$ cat config.mk
export PLATFORM = sky130hd
export DESIGN_NAME = quad_emitter
export DESIGN_NICKNAME = d
export VERILOG_FILES = /design/src/rtl/quad_pkg.sv /design/src/rtl/quad_emitter_step_timer.sv /design/src/rtl/quad_emitter.sv
export SDC_FILE = /design/constraint.sdc
export NUM_CORES = 1
export LEC_CHECK = 0
export CORE_AREA = 2 2 68 44
export CTS_BUF_LIST = sky130_fd_sc_hd__clkbuf_8
export DETAILED_ROUTE_END_ITERATION = 10
export DIE_AREA = 0 0 70 46
export GPL_TIMING_DRIVEN = 0
export PLACE_DENSITY = 0.84
export SETUP_SLACK_MARGIN = 0.15
export SLEW_MARGIN = 20
export SYNTH_ARGS = -nofsm -noshare
export SYNTH_HDL_FRONTEND = slang
export SYNTH_SLANG_ARGS = --single-unit
$ cat constraint.sdc
create_clock -name clk -period 5.35 [get_ports clk]
set_input_delay 1.07 -clock clk [delete_from_list [all_inputs] [get_ports clk]]
set_output_delay 1.07 -clock clk [all_outputs]
set_load 0.005 [all_outputs]
$ cat src/rtl/quad_pkg.sv
// Quadrature phase encoding and state type shared by the emitter and the receive-side decoder,
// so both ends agree on which direction counts up.
package quad_pkg;

    localparam logic [1:0] QPH_0 = 2'b00;
    localparam logic [1:0] QPH_1 = 2'b01;
    localparam logic [1:0] QPH_2 = 2'b11;
    localparam logic [1:0] QPH_3 = 2'b10;

    typedef enum logic [1:0] {
        ST_IDLE = 2'd0,
        ST_STEP = 2'd1,
        ST_HOLD = 2'd2
    } qe_state_e;

    function automatic logic [1:0] next_phase(input logic [1:0] ph);
        logic [1:0] nxt;
        nxt = QPH_0;
        case (ph)
            QPH_0:   nxt = QPH_1;
            QPH_1:   nxt = QPH_2;
            QPH_2:   nxt = QPH_3;
            default: nxt = QPH_0;
        endcase
        return nxt;
    endfunction

    function automatic logic [1:0] prev_phase(input logic [1:0] ph);
        logic [1:0] prv;
        prv = QPH_0;
        case (ph)
            QPH_0:   prv = QPH_3;
            QPH_1:   prv = QPH_0;
            QPH_2:   prv = QPH_1;
            default: prv = QPH_2;
        endcase
        return prv;
    endfunction

endpackage

$ cat src/rtl/quad_emitter_step_timer.sv
// Hold-time down-counter: load to HOLD-1, count down while in hold, flag the last hold cycle.
module step_timer #(
    parameter int HOLD = 16
) (
    input  logic clk,
    input  logic reset,
    input  logic load_i,
    input  logic dec_i,
    output logic expire_o
);

    localparam int CW = (HOLD > 1) ? $clog2(HOLD) : 1;

    logic [CW-1:0] cnt_q;
    logic [CW-1:0] cnt_d;

    always_comb begin
        cnt_d = cnt_q;
        if (load_i) begin
            cnt_d = CW'(HOLD - 1);
        end else if (dec_i && (cnt_q != '0)) begin
            cnt_d = cnt_q - CW'(1);
        end
    end

    always_ff @(posedge clk or posedge reset) begin
        if (reset) begin
            cnt_q <= '0;
        end else begin
            cnt_q <= cnt_d;
        end
    end

    // Expiring when the count reaches 1 (not 0) makes the next step land exactly HOLD cycles after the previous one.
    assign expire_o = (cnt_q <= CW'(1));

endmodule

$ cat src/rtl/quad_emitter.sv
// Quadrature transmitter: walks {a,b} one Gray step at a time from the current position
// toward an accepted target, holding each state HOLD cycles.
//
//   state   | meaning
//   --------+-----------------------------------------------------------
//   ST_IDLE | ready for a new target; a/b static
//   ST_STEP | compare position to target; step one phase or finish
//   ST_HOLD | hold the current phase until the step timer expires
module quad_emitter
    import quad_pkg::*;
#(
    parameter int WIDTH = 8,
    parameter int HOLD  = 16
) (
    input  logic             clk,
    input  logic             reset,
    input  logic [WIDTH-1:0] target,
    input  logic             target_valid,
    output logic             target_ready,
    output logic             a,
    output logic             b,
    output logic [WIDTH-1:0] position,
    output logic             busy,
    output logic             done
);

    qe_state_e        state_q, state_d;
    logic [WIDTH-1:0] tgt_q, tgt_d;
    logic [WIDTH-1:0] pos_q, pos_d;
    logic [1:0]       phase_q, phase_d;
    logic             done_q, done_d;
    logic             tmr_load;
    logic             tmr_dec;
    logic             tmr_expire;

    step_timer #(
        .HOLD (HOLD)
    ) u_step_timer (
        .clk      (clk),
        .reset    (reset),
        .load_i   (tmr_load),
        .dec_i    (tmr_dec),
        .expire_o (tmr_expire)
    );

    always_comb begin
        state_d  = state_q;
        tgt_d    = tgt_q;
        pos_d    = pos_q;
        phase_d  = phase_q;
        done_d   = 1'b0;
        tmr_load = 1'b0;
        tmr_dec  = 1'b0;
        case (state_q)
            ST_IDLE: begin
                if (target_valid) begin
                    tgt_d   = target;
                    state_d = ST_STEP;
                end
            end
            ST_STEP: begin
                if (pos_q == tgt_q) begin
                    done_d  = 1'b1;
                    state_d = ST_IDLE;
                end else begin
                    if (tgt_q > pos_q) begin
                        phase_d = next_phase(phase_q);
                        pos_d   = pos_q + WIDTH'(1);
                    end else begin
                        phase_d = prev_phase(phase_q);
                        pos_d   = pos_q - WIDTH'(1);
                    end
                    tmr_load = 1'b1;
                    state_d  = (HOLD == 1) ? ST_STEP : ST_HOLD;
                end
            end
            ST_HOLD: begin
                tmr_dec = 1'b1;
                if (tmr_expire) begin
                    state_d = ST_STEP;
                end
            end
            default: begin
                state_d = ST_IDLE;
            end
        endcase
    end

    always_ff @(posedge clk or posedge reset) begin
        if (reset) begin
            state_q <= ST_IDLE;
            tgt_q   <= '0;
            pos_q   <= '0;
            phase_q <= QPH_0;
            done_q  <= 1'b0;
        end else begin
            state_q <= state_d;
            tgt_q   <= tgt_d;
            pos_q   <= pos_d;
            phase_q <= phase_d;
            done_q  <= done_d;
        end
    end

    assign a            = phase_q[1];
    assign b            = phase_q[0];
    assign position     = pos_q;
    assign done         = done_q;
    assign busy         = (state_q != ST_IDLE);
    assign target_ready = (state_q == ST_IDLE);

endmodule

==> impl_metrics.tcl, run 1 <==
set metrics [dict create \
    status "finished, final reports clean" \
    crit_path_start "position[1]" \
    hold_viol 0 \
    clock_latency_ns 0.27 \
    htreeDepth 1 \
    grt_setup_unrepaired "false" \
    fin_crit_sh_pct 60.2 \
    min_period_ns 3.22 \
    die_w_um 70 \
    cpPeakStageDelay_ns 0.44 \
    hold_start "state_q[0]" \
    clockBufferDepth 2 \
    setup_viol_count_final 0 \
    track_usage_pct 21.0 \
    maxCapViolCount 0 \
    grt_busiest_layer "met2" \
    num_vias 1133 \
    worst-endpoint-required_ns 5.51 \
    io_pins 24 \
    end_kind "flop" \
    critPathLaunchType "flop" \
    hold_buffers 0 \
    max_freq_mhz 310 \
    drtAntennaViolNets 0 \
    crit_cells 14 \
    reg2reg_slack_ns 2.13 \
    crit_arrival_ns 3.38 \
    hp-class "reg2reg" \
    clock_tree.root_cell "clkbuf_8" \
    postLayoutCoreUtil_pct 66.8 \
    synthCells 148 \
    antennaDiodeCount 0 \
    nNetsFinal 204 \
    tightest_slew_ns 0.932 \
    use_met1_pct 27.1 \
    critical_path_class "reg2reg" \
    drive_gt1_share_pct 9.14 \
    fin_skew_ns 0.00569 \
    core_area_um2 2670 \
    synth_seq_cells 25 \
    grt_pass1_vias 1093 \
    place_congestion 0.828 \
    syn_avg_cell_area_um2 9.88 \
    path_buf_inv 1 \
    maxSlewViolCount 0 \
    slew_headroom_pct 37.8 \
    cp_max_fo 7 \
    place.port_buffers 23 \
    critical_path.top_delay_family "simple AND/OR/NAND/NOR gates" \
    ys_warn_count 0 \
    finalSetupTns_ns 0 \
    synth_area_um2 1460 \
    numCtsBuffers 3 \
    chipHeight_um 46 \
    grtUsageMet3_pct 4.87 \
    syn_nets 176 \
    grt_pass1_wl_mm 5.16 \
    antenna_found_initial 0 \
    grt_max_degree 26 \
    post_cts_resized 0 \
    rr_worst_depth 14 \
    timing.rr.start "position[1]" \
    wire_per_inst_um 14.7 \
    clock_sinks 25 \
    ys_types 27 \
    hold_end "state_q[0]" \
    critical_path.cell_chain "inv_1, ha_1, nor2b_1, o211ai_1, a21oi_1, or2_1, nand2_1, ha_1, a21oi_1, nand2_1, a21oi_1, or3_1, nand4_1, xnor2_1" \
    start_util_pct 54.9 \
    slowest_stage "dfrtp_1" \
    wirelength_mm 3.08 \
    whs_path_depth 1 \
    worstReg2RegEnd "position[7]" \
    grt_overflow 0 \
    nFillCells 207 \
    drtIter0Drc 37 \
    use_met2_pct 37.1 \
    clk_pin_slew_ns 0.08 \
    rows 15 \
    syn_to_final_growth_pct 21.7 \
    synth_seq_area_share_pct 42.8 \
    cts_setup_buffers 0 \
    cts_tree "built" \
    dp_hpwl_mm 2.35 \
    dr.pass1.iters 4 \
    cpMostUsedCell "a21oi_1" \
    drcViolationCount 0 \
    dieArea_um2 3220 \
    via_per_inst 5.42 \
]
-- how the worst max path moves through the flow --
| stage | to | slack, ns |
|---|---|---|
| global placement | position[7] | 2.34 |
| detailed placement | position[7] | 2.24 |
| global route | position[7] | 1.89 |
| finish | position[7] | 2.13 |
| floorplan | position[7] | 2.62 |
| CTS | position[7] | 2.15 |
-- cell type report --
cell class,count,area (um2),share of cell area (%)
tap,34,42.5,2.39
sequential,25,626,35.1
multi-input combinational,107,768,43.1
inverter,13,48.8,2.74
buffer,3,20.0,1.12
clock buffer,3,41.3,2.32
clock inverter,1,3.75,0.211
timing repair buffer,23,230,12.9
-- synth_stat cells (all sizes together) --
library cell / number / share of area (%)
nand3: 2 / 0.68
o21ai: 11 / 3.8
a21oi: 11 / 3.8
nor2b: 3 / 1.3
nand3b: 1 / 0.51
nand4: 3 / 1.3
nor2: 3 / 0.77
and3b: 1 / 0.60
nor4: 1 / 0.43
dfrtp: 25 / 43
xor2: 4 / 2.4
or3: 1 / 0.43
mux2: 8 / 6.2
ha: 16 / 14
xnor2: 8 / 4.8
or2: 3 / 1.3
a21o: 2 / 1.0
nand2b: 1 / 0.43
buf: 3 / 1.4
and2: 1 / 0.43
inv: 13 / 3.3
fa: 1 / 1.4
o211ai: 3 / 1.5
nand2: 23 / 5.9
-- metal layers --
layer	part of all wire (%)	routed length (um)	vias to the layer above
met5	0	0	-
met4	1.3	39	0
met3	3.9	119	4
met2	46	1430	25
met1	48	1490	549
li1	-	-	555
-- flip-flops by register name (all words and copies together), names as in the netlist --
name and cells:
done 1, phase_q 2, position 8, state_q 2, tgt_q 8, u_step_timer.cnt_q 4
-- placed cells by master (no fill, tap or decap), drive strengths merged, types with 2 or more instances in the layout --
| cell | n |
|---|---|
| buf | 3 |
| nand4 | 3 |
| xor2 | 4 |
| nand3 | 2 |
| inv | 14 |
| clkdlybuf4s50 | 23 |
| mux2 | 8 |
| o211ai | 3 |
| or2 | 3 |
| clkbuf | 3 |
| xnor2 | 8 |
| nor2b | 3 |
| nand2 | 23 |
| a21oi | 11 |
| ha | 16 |
| o21ai | 11 |
| nor2 | 3 |
| a21o | 2 |
| dfrtp | 25 |
-- stage by stage --
| stage | cell area [um2] | instances | setup slack, ns | hold WS, ns |
|---|---|---|---|---|
| floorplan | 1460 | 148 | 2.62 | 0.433 |
| global route | 1780 | 209 | 1.89 | 0.508 |
| finish | 1780 | 209 | 2.13 | 0.491 |
| CTS | 1780 | 209 | 2.15 | 0.484 |
| global placement | 1740 | 205 | 2.34 | 0.466 |
| detailed placement | 1740 | 205 | 2.24 | 0.470 |
-- cell families (layout without fill, tap and decap cells) --
family / Yosys count / after routing / synth area share [%]
flops: 25 / 25 / 42.8
simple gates: 43 / 43 / 14.0
fa+ha+maj: 17 / 17 / 15.1
compound gates: 27 / 27 / 10.1
buf+inv: 16 / 43 / 4.70
mux: 8 / 8 / 6.16
xor+xnor: 12 / 12 / 7.19
Power of run 1 is not shown: default switching activity piles up to over one toggle a cycle in this logic, so the estimate is an artifact.
==> inputs of run 2 (changes only) <==
CORE_AREA = 2 2 74 48   (was 2 2 68 44)
DIE_AREA = 0 0 76 50   (was 0 0 70 46)
PLACE_DENSITY = 0.75   (was 0.84)
clock period = 2.89 ns   (was 5.35 ns; I/O delays follow)
==> run 2 against run 1 <==
Setup slack got worse by 1.9 ns. Routed wire length up 4.8%. Register-to-register slack lost 1.9 ns. Count of clock-buffer cells in the layout unchanged. Critical path depth unchanged. Worst hold slack better by 0.011 ns. Global-route usage shrank 3.7 points. Sequential cell count is the same. Via count up 1.7%. Critical path type unchanged. Maximum frequency grew 21%.
==> impl_metrics.tcl, run 2 (synthesis results as in run 1) <==
set metrics [dict create \
    critical_path.cell_chain "inv_1, ha_1, nand3_1, nand2_1, a21o_1, or2_4, nand2_8, ha_4, a21oi_2, nand2_2, a21oi_2, or3_1, nand4_1, xnor2_1" \
    chipHeight_um 50 \
    syn_to_final_growth_pct 34.5 \
    start_util_pct 47.1 \
    grt_setup_unrepaired "true" \
    critical_path.top_delay_family "simple AND/OR/NAND/NOR gates" \
    place_area_um2 1750 \
    maxSlewViolCount 0 \
    end_kind "flop" \
    dieArea_um2 3800 \
    place.port_buffers 23 \
    cpPeakStageDelay_ns 0.43 \
    path_buf_inv 1 \
    clock_latency_ns 0.27 \
    fin_crit_sh_pct 92.2 \
    multi_input_area_um2 890 \
    htreeDepth 1 \
    grt_max_degree 26 \
    timing.rr.start "position[5]" \
    slew_headroom_pct 40.0 \
    num_vias 1152 \
    cp_max_fo 7 \
    clock_sinks 25 \
    hp-class "reg2reg" \
    die_w_um 76 \
    numCtsBuffers 3 \
    cts_tree "built" \
    drtAntennaViolNets 0 \
    status "finished, final reports clean" \
    final_cell_mix "clkdlybuf4s50_1 (23), nand2_1 (21), dfrtp_1 (20)" \
    grt_overflow 0 \
    clk_pin_slew_ns 0.09 \
    antenna_found_initial 0 \
    nFillCells 251 \
    drcViolationCount 0 \
    clockBufferDepth 2 \
    antennaDiodeCount 0 \
    hold_start "state_q[0]" \
    nNetsFinal 210 \
    wirelength_mm 3.23 \
    setup_viol_count_final 0 \
    max_freq_mhz 375 \
    hold_end "state_q[0]" \
    hold_viol 0 \
    fin_skew_ns 0.00336 \
    final_cell_area_um2 1970 \
    final_common_cell "clkdlybuf4s50_1" \
    worst-endpoint-required_ns 3.05 \
    critPathLaunchType "flop" \
    rr_worst_depth 14 \
    rows 16 \
    min_period_ns 2.67 \
    slowest_stage "dfrtp_2" \
    wire_per_inst_um 14.3 \
    drive_gt1_share_pct 23.8 \
    reg2reg_slack_ns 0.22 \
    cpMostUsedCell "a21oi_2" \
    layoutNonFillerInstCount 226 \
    clock_tree.root_cell "clkbuf_8" \
    postLayoutCoreUtil_pct 63.4 \
    place_congestion 0.794 \
    drtIter0Drc 44 \
    hold_buffers 0 \
    tightest_slew_ns 0.895 \
    crit_arrival_ns 2.83 \
    via_per_inst 5.10 \
    whs_path_depth 1 \
    track_usage_pct 17.3 \
    grt_pass1_vias 1145 \
    worstReg2RegEnd "position[7]" \
    core_area_um2 3100 \
    maxCapViolCount 0 \
    dr.pass1.iters 4 \
    io_pins 24 \
    dpl.cell_count 216 \
    dp_hpwl_mm 2.30 \
    seqCellArea_um2 632 \
    critical_path_class "reg2reg" \
    grt_pass1_wl_mm 5.10 \
]
[run 2: changes by cell type in the layout (fill, tap and decap cells not counted), sizes merged]
cell    before  now
clkinv       0    1
inv         14   13
buf          3    9
[run 2: what timing repair did]
action	CTS	global route
pin swaps	2	6
cloned	0	0
buffers inserted	3	3
resized for setup	13	12
endpoints found under the setup margin	5	3
[run 2: area by class of cell]
type	instances	area share [%]
tap	45	2.86
clock buffer	3	2.10
timing repair buffer	29	14.0
multi-input combinational	107	45.2
sequential	25	32.1
inverter	13	2.48
buffer	3	1.02
clock inverter	1	0.191
[run 2: worst max-delay path by stage]
| stage | slack (ns) | from | depth (start not counted) | end |
|---|---|---|---|---|
| final | 0.22 | position[5] | 14 | position[7] |
| after global routing | 0.10 | position[5] | 14 | position[7] |
| after global placement | -0.09 | position[1] | 14 | position[7] |
| after CTS | 0.17 | position[1] | 14 | position[7] |
| after detailed placement | -0.19 | position[1] | 14 | position[7] |
| after floorplan | 0.16 | position[1] | 14 | position[7] |
[run 2: stage by stage]
| step | setup TNS (ns) | hold slack (ns) | worst slack, ns |
|---|---|---|---|
| floorplan | 0 | 0.433 | 0.162 |
| global placement | -0.114 | 0.461 | -0.0930 |
| detailed placement | -0.396 | 0.485 | -0.188 |
| CTS | 0 | 0.502 | 0.173 |
| global route | 0 | 0.531 | 0.105 |
| finish | 0 | 0.503 | 0.224 |
[run 2: layer usage]
metal | track usage, % | part of all wire (%) | vias up
met5 | 0 | 0 | -
li1 | - | - | 565
met3 | 5.31 | 4.5 | 2
met1 | 22.0 | 47 | 560
met4 | 5.45 | 0.59 | 0
met2 | 28.6 | 48 | 25
Power of run 2 is left out for the same reason.
==> inputs of run 3 (changes only) <==
PLACE_DENSITY = 0.76   (was 0.75)
==> run 3 against run 2 <==
Die area is the same. Global-route usage grew 1.9 points. First-iteration DRC count rose by 27%. Register-to-register slack barely moved. Setup slack improved by 0.0078 ns. Cell count up 4.9%. Non-clock buffer count is 11 higher. Sequential share of layout area shrank 1.9 points. Highest routed layer unchanged.
==> impl_metrics.tcl, run 3 (synthesis results as in run 1) <==
set metrics [dict create \
    status "finished, final reports clean" \
    grt_overflow 0 \
    syn_to_final_growth_pct 42.9 \
    via_per_inst 5.16 \
    wire_per_inst_um 15.3 \
    grt_setup_unrepaired "true" \
    end_kind "flop" \
    clock_tree.root_cell "clkbuf_8" \
    drtAntennaViolNets 0 \
    slowest_stage "dfrtp_1" \
    clock_latency_ns 0.27 \
    die_w_um 76 \
    worst-endpoint-required_ns 3.09 \
    maxSlewViolCount 0 \
    track_usage_pct 19.2 \
    numCtsBuffers 3 \
    finalSetupTns_ns 0 \
    dieArea_um2 3800 \
    start_util_pct 47.1 \
    min_period_ns 2.66 \
    num_vias 1222 \
    clock_sinks 25 \
    critPathLaunchType "flop" \
    fin_crit_sh_pct 92.0 \
    dpl.cell_count 216 \
    place_congestion 0.733 \
    multi_input_area_um2 930 \
    final_cell_mix "clkdlybuf4s50_1 (23), dfrtp_1 (20), nand2_1 (19), buf_4 (19), inv_1 (10)" \
    grt_pass1_vias 1198 \
    dr.pass1.iters 4 \
    clockBufferDepth 2 \
    timing.rr.start "tgt_q[1]" \
    dp_hpwl_mm 2.51 \
    fin_skew_ns 0.00330 \
    cp_max_fo 7 \
    maxCapViolCount 0 \
    crit_path_start "tgt_q[1]" \
    antennaDiodeCount 0 \
    chipHeight_um 50 \
    place.port_buffers 23 \
    hold_start "state_q[0]" \
    drtIter0Drc 56 \
    hp-class "reg2reg" \
    drive_gt1_share_pct 32.8 \
    rows 16 \
    seqCellArea_um2 632 \
    antenna_found_initial 0 \
    slew_headroom_pct 39.9 \
    drcViolationCount 0 \
    whs_ns 0.502 \
    nNetsFinal 221 \
    grt_pass1_wl_mm 5.66 \
    tightest_slew_ns 0.897 \
    clk_pin_slew_ns 0.09 \
    critical_path.cell_chain "ha_4, nor2b_4, o211ai_1, a21oi_2, or2_4, nand2_8, ha_4, nand2_4, o21ai_2, a21oi_2, or3_1, nand4_1, xnor2_1" \
    cts_tree "built" \
    cpPeakStageDelay_ns 0.42 \
    nFillCells 234 \
    wirelength_mm 3.62 \
    critical_path_class "reg2reg" \
    htreeDepth 1 \
    grt_max_degree 26 \
    final_common_cell "clkdlybuf4s50_1" \
    hold_viol 0 \
    setup_viol_count_final 0 \
    crit_arrival_ns 2.86 \
    layoutNonFillerInstCount 237 \
    max_freq_mhz 376 \
    io_pins 24 \
    core_area_um2 3100 \
]
==> run 3: cell count changes in the layout (fill, tap and decap cells not counted), moves of 2 or more <==
cell,delta
inv_1,-3
inv_2,+2
nand2_1,-2
buf_4,+11
==> run 3: cell type report <==
class,instances,area share [%]
Tap cell,45,2.69
Sequential cell,25,30.2
Multi-Input combinational cell,107,44.5
Inverter,13,2.33
Timing Repair Buffer,40,17.1
Clock inverter,1,0.239
Clock buffer,3,1.97
Buffer,3,0.958
==> run 3: path summary, 6_finish.rpt <==
path | to | slack (ns) | depth (start not counted)
worst max-delay path | position[7] | 0.23 | 13
worst max register to register | position[7] | 0.23 | 13
worst min register to register | state_q[0] | 0.50 | 1
max in group asynchronous | position[4] | 1.74 | 2
min in group asynchronous | phase_q[1] | 0.69 | 2
worst min-delay path | state_q[0] | 0.50 | 1
==> run 3: worst max-delay path, delay by kind of cell, from the launching register on <==
kind,cells,cell delay [ns]
flops,1,0.42
compound gates,4,0.52
simple gates,6,0.92
xor+xnor,1,0.12
fa+ha+maj,2,0.59
==> run 3: repair_timing <==
action,in CTS,in global routing
hold buffers,0,0
setup buffers,4,13
pin swaps,2,18
gates resized for setup,13,23
setup endpoints to repair,5,4
==> run 3: metrics by stage <==
stage | setup WS (ns) | utilization, % | cell area [um2]
after floorplan | 0.162 | - | 1460
after global placement | -0.129 | 56.4 | 1750
after detailed placement | -0.258 | 56.4 | 1750
after CTS | 0.157 | 61.0 | 1890
after global routing | 0.103 | 67.4 | 2090
final | 0.232 | 67.4 | 2090
==> run 3: layer usage <==
layer / global-route usage (%) / vias up / part of all wire [%]
met2: 35.7 / 35 / 52
met5: 0 / - / 0
li1: - / 584 / -
met4: 5.15 / 0 / 0.83
met3: 4.95 / 5 / 4.9
met1: 22.4 / 598 / 42
Power of run 3 is left out for the same reason.
